### config.mk
export PLATFORM = sky130hd
export DESIGN_NAME = rf_op_sequencer
export DESIGN_NICKNAME = d
export VERILOG_FILES = /design/src/rtl/rf_op_sequencer.sv
export SDC_FILE = /design/constraint.sdc
export NUM_CORES = 1
export LEC_CHECK = 0
export CAP_MARGIN = 5
export CORE_UTILIZATION = 54
export DETAILED_ROUTE_END_ITERATION = 12
export GPL_ROUTABILITY_DRIVEN = 0
export GPL_TIMING_DRIVEN = 1
export HOLD_SLACK_MARGIN = 0.1
export PLACE_DENSITY = 0.85
export SLEW_MARGIN = 5
export SYNTH_ARGS = -nofsm -noshare
export SYNTH_HDL_FRONTEND = slang
export SYNTH_SLANG_ARGS = --single-unit
### constraint.sdc
create_clock -name clk -period 4.05 [get_ports clk]
set_clock_uncertainty 0.15 [all_clocks]
set_input_delay 0.405 -clock clk [delete_from_list [all_inputs] [get_ports clk]]
set_output_delay 0.405 -clock clk [all_outputs]
set_load 0.1 [all_outputs]
### src/rtl/rf_op_sequencer.sv
// rf_op_sequencer: clears a register file after reset, then runs
// one read/ALU/writeback command at a time against it.
module rf_op_sequencer #(
    parameter int DATA_W   = 16,
    parameter int ADDR_W   = 4,
    parameter int NUM_REGS = 16
) (
    input  logic              clk,
    input  logic              rst_n,
    input  logic              cmd_valid,
    output logic              cmd_ready,
    input  logic [2:0]        cmd_op,
    input  logic [ADDR_W-1:0] cmd_src1,
    input  logic [ADDR_W-1:0] cmd_src2,
    input  logic [ADDR_W-1:0] cmd_dst,
    input  logic [DATA_W-1:0] cmd_imm,
    output logic [DATA_W-1:0] rf_data_in,
    output logic [ADDR_W-1:0] rf_write_addr,
    output logic              rf_write_en,
    output logic [ADDR_W-1:0] rf_read_addr1,
    output logic [ADDR_W-1:0] rf_read_addr2,
    input  logic [DATA_W-1:0] rf_read_port1,
    input  logic [DATA_W-1:0] rf_read_port2,
    output logic              init_done,
    output logic              done_valid,
    output logic [DATA_W-1:0] done_result,
    output logic              done_carry
);

    localparam int CNT_W = $clog2(NUM_REGS + 1);

    localparam logic [2:0] OP_ADD = 3'b000;
    localparam logic [2:0] OP_SUB = 3'b001;
    localparam logic [2:0] OP_AND = 3'b010;
    localparam logic [2:0] OP_OR  = 3'b011;
    localparam logic [2:0] OP_XOR = 3'b100;
    localparam logic [2:0] OP_LDI = 3'b101;
    localparam logic [2:0] OP_SHL = 3'b110;
    localparam logic [2:0] OP_CMP = 3'b111;

    typedef enum logic [2:0] {
        S_CLEAR,
        S_IDLE,
        S_READ,
        S_EXEC,
        S_WRITE
    } state_t;

    state_t              r_state;
    logic [CNT_W-1:0]    r_clr_cnt;
    logic [2:0]          r_op;
    logic [ADDR_W-1:0]   r_dst;
    logic [DATA_W-1:0]   r_imm;
    logic [DATA_W-1:0]   r_opa;
    logic [DATA_W-1:0]   r_opb;
    logic [DATA_W:0]     r_res;
    logic                r_cmd_ready;
    logic [DATA_W-1:0]   r_data_in;
    logic [ADDR_W-1:0]   r_write_addr;
    logic                r_write_en;
    logic [ADDR_W-1:0]   r_read_addr1;
    logic [ADDR_W-1:0]   r_read_addr2;
    logic                r_init_done;
    logic                r_done_valid;
    logic [DATA_W-1:0]   r_done_result;
    logic                r_done_carry;

    state_t              w_state;
    logic [CNT_W-1:0]    w_clr_cnt;
    logic [2:0]          w_op;
    logic [ADDR_W-1:0]   w_dst;
    logic [DATA_W-1:0]   w_imm;
    logic [DATA_W-1:0]   w_opa;
    logic [DATA_W-1:0]   w_opb;
    logic [DATA_W:0]     w_res;
    logic                w_cmd_ready;
    logic [DATA_W-1:0]   w_data_in;
    logic [ADDR_W-1:0]   w_write_addr;
    logic                w_write_en;
    logic [ADDR_W-1:0]   w_read_addr1;
    logic [ADDR_W-1:0]   w_read_addr2;
    logic                w_init_done;
    logic                w_done_valid;
    logic [DATA_W-1:0]   w_done_result;
    logic                w_done_carry;
    logic [DATA_W:0]     w_alu;

    assign cmd_ready     = r_cmd_ready;
    assign rf_data_in    = r_data_in;
    assign rf_write_addr = r_write_addr;
    assign rf_write_en   = r_write_en;
    assign rf_read_addr1 = r_read_addr1;
    assign rf_read_addr2 = r_read_addr2;
    assign init_done     = r_init_done;
    assign done_valid    = r_done_valid;
    assign done_result   = r_done_result;
    assign done_carry    = r_done_carry;

    // 17-bit ALU; bit DATA_W carries carry/borrow
    always_comb begin
        w_alu = '0;
        case (r_op)
            OP_ADD:  w_alu = {1'b0, r_opa} + {1'b0, r_opb};
            OP_SUB:  w_alu = {1'b0, r_opa} - {1'b0, r_opb};
            OP_AND:  w_alu = {1'b0, r_opa & r_opb};
            OP_OR:   w_alu = {1'b0, r_opa | r_opb};
            OP_XOR:  w_alu = {1'b0, r_opa ^ r_opb};
            OP_LDI:  w_alu = {1'b0, r_imm};
            OP_SHL:  w_alu = {r_opa, 1'b0};
            OP_CMP:  w_alu = {1'b0, r_opa} - {1'b0, r_opb};
            default: w_alu = '0;
        endcase
    end

    // next-state and next registered outputs
    always_comb begin
        w_state       = r_state;
        w_clr_cnt     = r_clr_cnt;
        w_op          = r_op;
        w_dst         = r_dst;
        w_imm         = r_imm;
        w_opa         = r_opa;
        w_opb         = r_opb;
        w_res         = r_res;
        w_cmd_ready   = 1'b0;
        w_data_in     = r_data_in;
        w_write_addr  = r_write_addr;
        w_write_en    = 1'b0;
        w_read_addr1  = r_read_addr1;
        w_read_addr2  = r_read_addr2;
        w_init_done   = r_init_done;
        w_done_valid  = 1'b0;
        w_done_result = r_done_result;
        w_done_carry  = r_done_carry;
        unique case (r_state)
            S_CLEAR: begin
                if (r_clr_cnt == CNT_W'(NUM_REGS)) begin
                    w_init_done = 1'b1;
                    w_cmd_ready = 1'b1;
                    w_state     = S_IDLE;
                end else begin
                    w_write_en   = 1'b1;
                    w_write_addr = r_clr_cnt[ADDR_W-1:0];
                    w_data_in    = '0;
                    w_clr_cnt    = r_clr_cnt + 1'b1;
                end
            end
            S_IDLE: begin
                w_cmd_ready = 1'b1;
                if (cmd_valid && r_cmd_ready) begin
                    w_op         = cmd_op;
                    w_dst        = cmd_dst;
                    w_imm        = cmd_imm;
                    w_read_addr1 = cmd_src1;
                    w_read_addr2 = cmd_src2;
                    w_cmd_ready  = 1'b0;
                    w_state      = S_READ;
                end
            end
            S_READ: begin
                w_opa   = rf_read_port1;
                w_opb   = rf_read_port2;
                w_state = S_EXEC;
            end
            S_EXEC: begin
                w_res        = w_alu;
                w_write_en   = (r_op != OP_CMP);
                w_write_addr = r_dst;
                w_data_in    = w_alu[DATA_W-1:0];
                w_state      = S_WRITE;
            end
            S_WRITE: begin
                w_done_valid  = 1'b1;
                w_done_result = r_res[DATA_W-1:0];
                w_done_carry  = r_res[DATA_W];
                w_cmd_ready   = 1'b1;
                w_state       = S_IDLE;
            end
            default: w_state = S_CLEAR;
        endcase
    end

    // state and output registers
    always_ff @(posedge clk or negedge rst_n) begin
        if (!rst_n) begin
            r_state       <= S_CLEAR;
            r_clr_cnt     <= '0;
            r_op          <= '0;
            r_dst         <= '0;
            r_imm         <= '0;
            r_opa         <= '0;
            r_opb         <= '0;
            r_res         <= '0;
            r_cmd_ready   <= 1'b0;
            r_data_in     <= '0;
            r_write_addr  <= '0;
            r_write_en    <= 1'b0;
            r_read_addr1  <= '0;
            r_read_addr2  <= '0;
            r_init_done   <= 1'b0;
            r_done_valid  <= 1'b0;
            r_done_result <= '0;
            r_done_carry  <= 1'b0;
        end else begin
            r_state       <= w_state;
            r_clr_cnt     <= w_clr_cnt;
            r_op          <= w_op;
            r_dst         <= w_dst;
            r_imm         <= w_imm;
            r_opa         <= w_opa;
            r_opb         <= w_opb;
            r_res         <= w_res;
            r_cmd_ready   <= w_cmd_ready;
            r_data_in     <= w_data_in;
            r_write_addr  <= w_write_addr;
            r_write_en    <= w_write_en;
            r_read_addr1  <= w_read_addr1;
            r_read_addr2  <= w_read_addr2;
            r_init_done   <= w_init_done;
            r_done_valid  <= w_done_valid;
            r_done_result <= w_done_result;
            r_done_carry  <= w_done_carry;
        end
    end

endmodule

* Word level (Yosys, flattened, before mapping)
Cells that the tools add are included.
** Word-level totals
- Output and inout bits :: 49
- Input bits :: 66
- Bits in registers :: 129
** Operators by class
- Eq/ne operators :: 16
- Bitwise logic cells :: 4
- Reduce and logical (&&, ||, !) cells :: 10
- Add/sub/neg operators :: 3
- Mux-type cells :: 14
** Operators with widths (count)
- one-hot mux 17 bit (7 select lines) :: 1
- one-hot mux 16 bit (2 select lines) :: 1
- adder 16 x 16 -> 17 bit :: 1
- subtractor 16 x 16 -> 17 bit :: 1
- bitwise AND 16 bit :: 1
- 2-to-1 mux 16 bit :: 1
- bitwise OR 16 bit :: 1
- XOR 16 bit :: 1
- equality test 3 bit (second input constant) :: 5
- one-hot mux 3 bit (5 select lines) :: 1
- equality test 3 x 2 -> 1 bit (second input constant) :: 4
- AND reduction 2 bit :: 5
- one-hot mux 4 bit (2 select lines) :: 1
- equality test 3 x 1 -> 1 bit (second input constant) :: 2
- zero test 3 bit :: 2
- 2-to-1 mux 3 bit :: 2
- inequality test 2 bit (second input constant) :: 3
- adder 5 x 1 -> 5 bit (second input constant) :: 1
- equality test 5 bit (second input constant) :: 1
- 2-to-1 mux 1 bit :: 4
- 2-to-1 mux 4 bit :: 1
- inequality test 3 bit (second input constant) :: 1
- one-hot mux 1 bit (3 select lines) :: 1
- one-hot mux 1 bit (2 select lines) :: 1
- other kinds (4) :: 4

* Logic depth before layout (Yosys ltp)
- Depth after elaboration :: 4
- Mapped depth :: 15

* Least setup slack after synthesis
No wires, ideal clock.
- Kind :: register to register
- Start point :: reg r_op[1]
- End point :: reg r_res[11]
- Slack :: 0.818 ns
- Stages on the path, launching flop included :: 14
- Data arrival time :: 2.956 ns
- Library setup time :: 0.126 ns
- Path through :: dfrtp_1 > clkbuf_1 > nand2b_1 > nand3_1 > clkbuf_1 > o21ai_0 > xnor2_1 > ha_1 > clkbuf_1 > a21o_1 > o311a_1 > a21oi_2 > xnor2_1 > a221o_1
** On the way
- Longest elaborated chain between the ends :: 3
- Elaborated cells on any way between the ends :: 10
- Classes of those cells :: eq/ne (7); mux (1); reduce/logical (2)
** Ends and longest elaborated chain
- start: declaration :: line 51 : logic [2:0] r_op;
- start signal: assignment :: line 207 : r_op <= w_op;
- equality test 3 bit or equality test 3 x 1 -> 1 bit (tied branches) :: line 102 : case (r_op)
- OR reduction 2 bit (no line)
- one-hot mux 17 bit (7 select lines) (*) :: line 102
- end signal: assignment :: line 212 : r_res <= w_res;
- end: declaration :: line 56 : logic [DATA_W:0] r_res;
Mark *: on every way between the ends. The rest lies on a longest branch, timed or not.
A chain may end at the register's enable or synchronous reset.

* Worst setup path after layout
- Start point :: reg r_op[2]
- End point :: reg r_res[15]
The elaborated chain is that of the path after synthesis.

==> results.tsv <==
metric	value	unit
vias_per_cell	5.790	
hold_violations	0	
clk_pin_slew	60	ps
final_net_count	979	
vias	6079	
drive_above_1_share	11.90	%
crit_buf_inv	0	
die_h	118.0	µm
layout_common_cells	dfrtp_1, clkdlybuf4s50_1, nand2_1	
grt_pass1_wl	28.95	mm
die_x	118.0	µm
synth-async-reset-ratio	100.0	%
synth.avg_cell_area	9.681	µm²
syn_area	0.007271	mm²
grt-ovfl-total	0	
crit_arrival	3590	ps
status	completed	
grt_pass1_vias	5755	
dpl-instance-area	0.008583	mm²
final_common_cell	dfrtp_1	
cap_violations	0	
placed_cells	1017	
port_buffers	114	
hp-class	reg -> reg	
wire_per_inst	16.35	µm
synth_edf_count	0	
synth_nets	869	
startpoint	r_op[2]$_DFFE_PN0P_	
synth_seq_cells	129	
crit_chain	nor2b_1 > nor3_2 > a31oi_1 > xnor2_1 > ha_1 > o211ai_1 > a21oi_1 > o311a_1 > a21oi_2 > o41ai_1 > o21ai_0	
critical-path-top-delay-family	compound AO/OA/AOI/OAI gates	
clock-sinks	129	
slowest_delay	530	ps
fin_crit_sh	85.40	%
setup_tns	0	ps
worst-path-max-fanout	12	
antenna_cells	0	
htreeDepth	4	
dp_hpwl	12.63	mm
maxSlewHeadroom	32.75	%
io_pins	115	
fp.coreArea	0.01319	mm²
grt_max_degree	76	
antenna_found_initial	0	
ys_warn_count	0	
r2r-start	r_op[2]$_DFFE_PN0P_	
routed_wirelength	17.17	mm
syn_inst	751	
postRouteAntennaNets	0	
required	4180	ps
drc_errors	0	
rsz0062_at_grt	no	
insertion_delay	420	ps
tightest_slew	1006	ps
drtIter0Drc	583	
max_freq	0.2891	GHz
worstHoldStart	r_res[4]$_DFFE_PN0P_	
ys_seq_area_share	44.40	%
final_area	0.009215	mm²
start_util	55.12	%
synth.distinct_cells	57	
end_kind	flop	
dieArea	0.01393	mm²
cts_root_buf	clkbuf_16	
cts_buffer_depth	2	
slew_viol_final	0	
area_growth	26.74	%
cts_made_buffers	17	
ys.flop_type	dfrtp_1	
critPathKind	reg -> reg	
cts_resized	0	
fill_cells	994	
post_cts_buffers	0	
crit_path_start_kind	flop	
cts_tree	yes	
grt_usage	26.27	%
fin_crit	3459	ps
cpMaxStageDelayCell	dfrtp_1	
first_pass_iters	6	
hold_buffers	1	
instances_no_fill	1050	
rows	42	
setup_viol	0	
==> path summary, 6_finish.rpt <==
path | to | slack [ps] | cells after the start
min in group asynchronous | done_result[3]$_DFFE_PN0P_ | 420 | 2
hold reg to reg | r_res[4]$_DFFE_PN0P_ | 320 | 1
hold / removal | r_res[4]$_DFFE_PN0P_ | 320 | 1
max in group asynchronous | r_imm[12]$_DFFE_PN0P_ | 2520 | 3
setup / recovery | r_res[15]$_DFFE_PN0P_ | 590 | 11
setup reg to reg | r_res[15]$_DFFE_PN0P_ | 590 | 11
==> metrics by stage <==
stage                     util (%)  setup WS [ps]  hold WS [ps]
final                        69.86          591.3         324.4
after floorplan                  -          817.6        -40.59
after global routing         69.86          398.7         337.4
after global placement       65.07          849.3         303.4
after CTS                    69.86          668.6         322.2
after detailed placement     65.07          693.1         312.9
==> metal layers <==
layer	up-vias	GRT usage [%]	routed length (µm)
li1	2849	-	-
met5	-	0	0
met2	293	38.93	7750
met3	40	6.395	1422
met4	0	8.814	350
met1	2897	37.67	7647
==> synth_stat cells, types with 4 or more instances <==
cell type | n | area share (%)
o21a_1 | 5 | 0.52
inv_1 | 43 | 2.2
ha_1 | 51 | 8.8
nand2b_1 | 17 | 1.5
a21o_1 | 14 | 1.4
xor2_1 | 4 | 0.48
a221oi_1 | 4 | 0.48
and3_1 | 4 | 0.34
a211oi_1 | 5 | 0.52
o21ai_0 | 77 | 5.3
clkbuf_1 | 19 | 0.98
nor2b_1 | 13 | 1.1
xnor2_1 | 24 | 2.9
nand2_1 | 101 | 5.2
o211ai_1 | 7 | 0.72
a21oi_1 | 42 | 2.9
a31oi_1 | 8 | 0.69
nor2_1 | 42 | 2.2
mux2i_1 | 8 | 1.1
mux2_2 | 49 | 7.6
buf_2 | 14 | 0.96
nand3_1 | 9 | 0.62
o41ai_1 | 4 | 0.48
a22oi_1 | 4 | 0.41
o22ai_1 | 7 | 0.60
dfrtp_1 | 129 | 44
==> worst reg2reg max path, cell delays in order, from the launching register on <==
cell and delay, ps:
dfrtp_1 530, nor2b_1 440, nor3_2 150, a31oi_1 200, xnor2_1 90, ha_1 360
o211ai_1 120, a21oi_1 300, o311a_1 290, a21oi_2 90, o41ai_1 440, o21ai_0 160
==> area by class of cell <==
| cell class | count | area [µm²] | share of cell area [%] |
|---|---|---|---|
| multi-input cells | 544 | 3740 | 40.58 |
| flip-flops and latches | 129 | 3228 | 35.03 |
| repair buffers | 126 | 1244 | 13.50 |
| clock buffers | 20 | 466.7 | 5.064 |
| well taps | 176 | 220.2 | 2.390 |
| inverters | 43 | 161.4 | 1.752 |
| clock inverters | 12 | 155.1 | 1.684 |
==> kinds of logic after synthesis <==
| logic type | count (synthesis) | share of synthesized area (%) |
|---|---|---|
| buffers and inverters | 78 | 4.268 |
| AO/OA/AOI/OAI | 202 | 17.09 |
| AND/OR/NAND/NOR | 205 | 13.13 |
| multiplexers | 57 | 8.690 |
| adder cells (fa/ha/maj) | 52 | 9.052 |
| XOR/XNOR | 28 | 3.373 |
| flip-flops | 129 | 44.40 |
==> state kept, by name, indices dropped and copies added (netlist names), 4 cells and up <==
register       flops
rf_data_in        16
r_clr_cnt          5
r_opb             16
r_dst              4
rf_read_addr1      4
rf_read_addr2      4
rf_write_addr      4
r_opa             16
r_res             17
r_imm             16
done_result       16
Power is left out: the tool's default activity adds up to more than one toggle a clock period on the data nets, which glitch-free logic cannot reach.
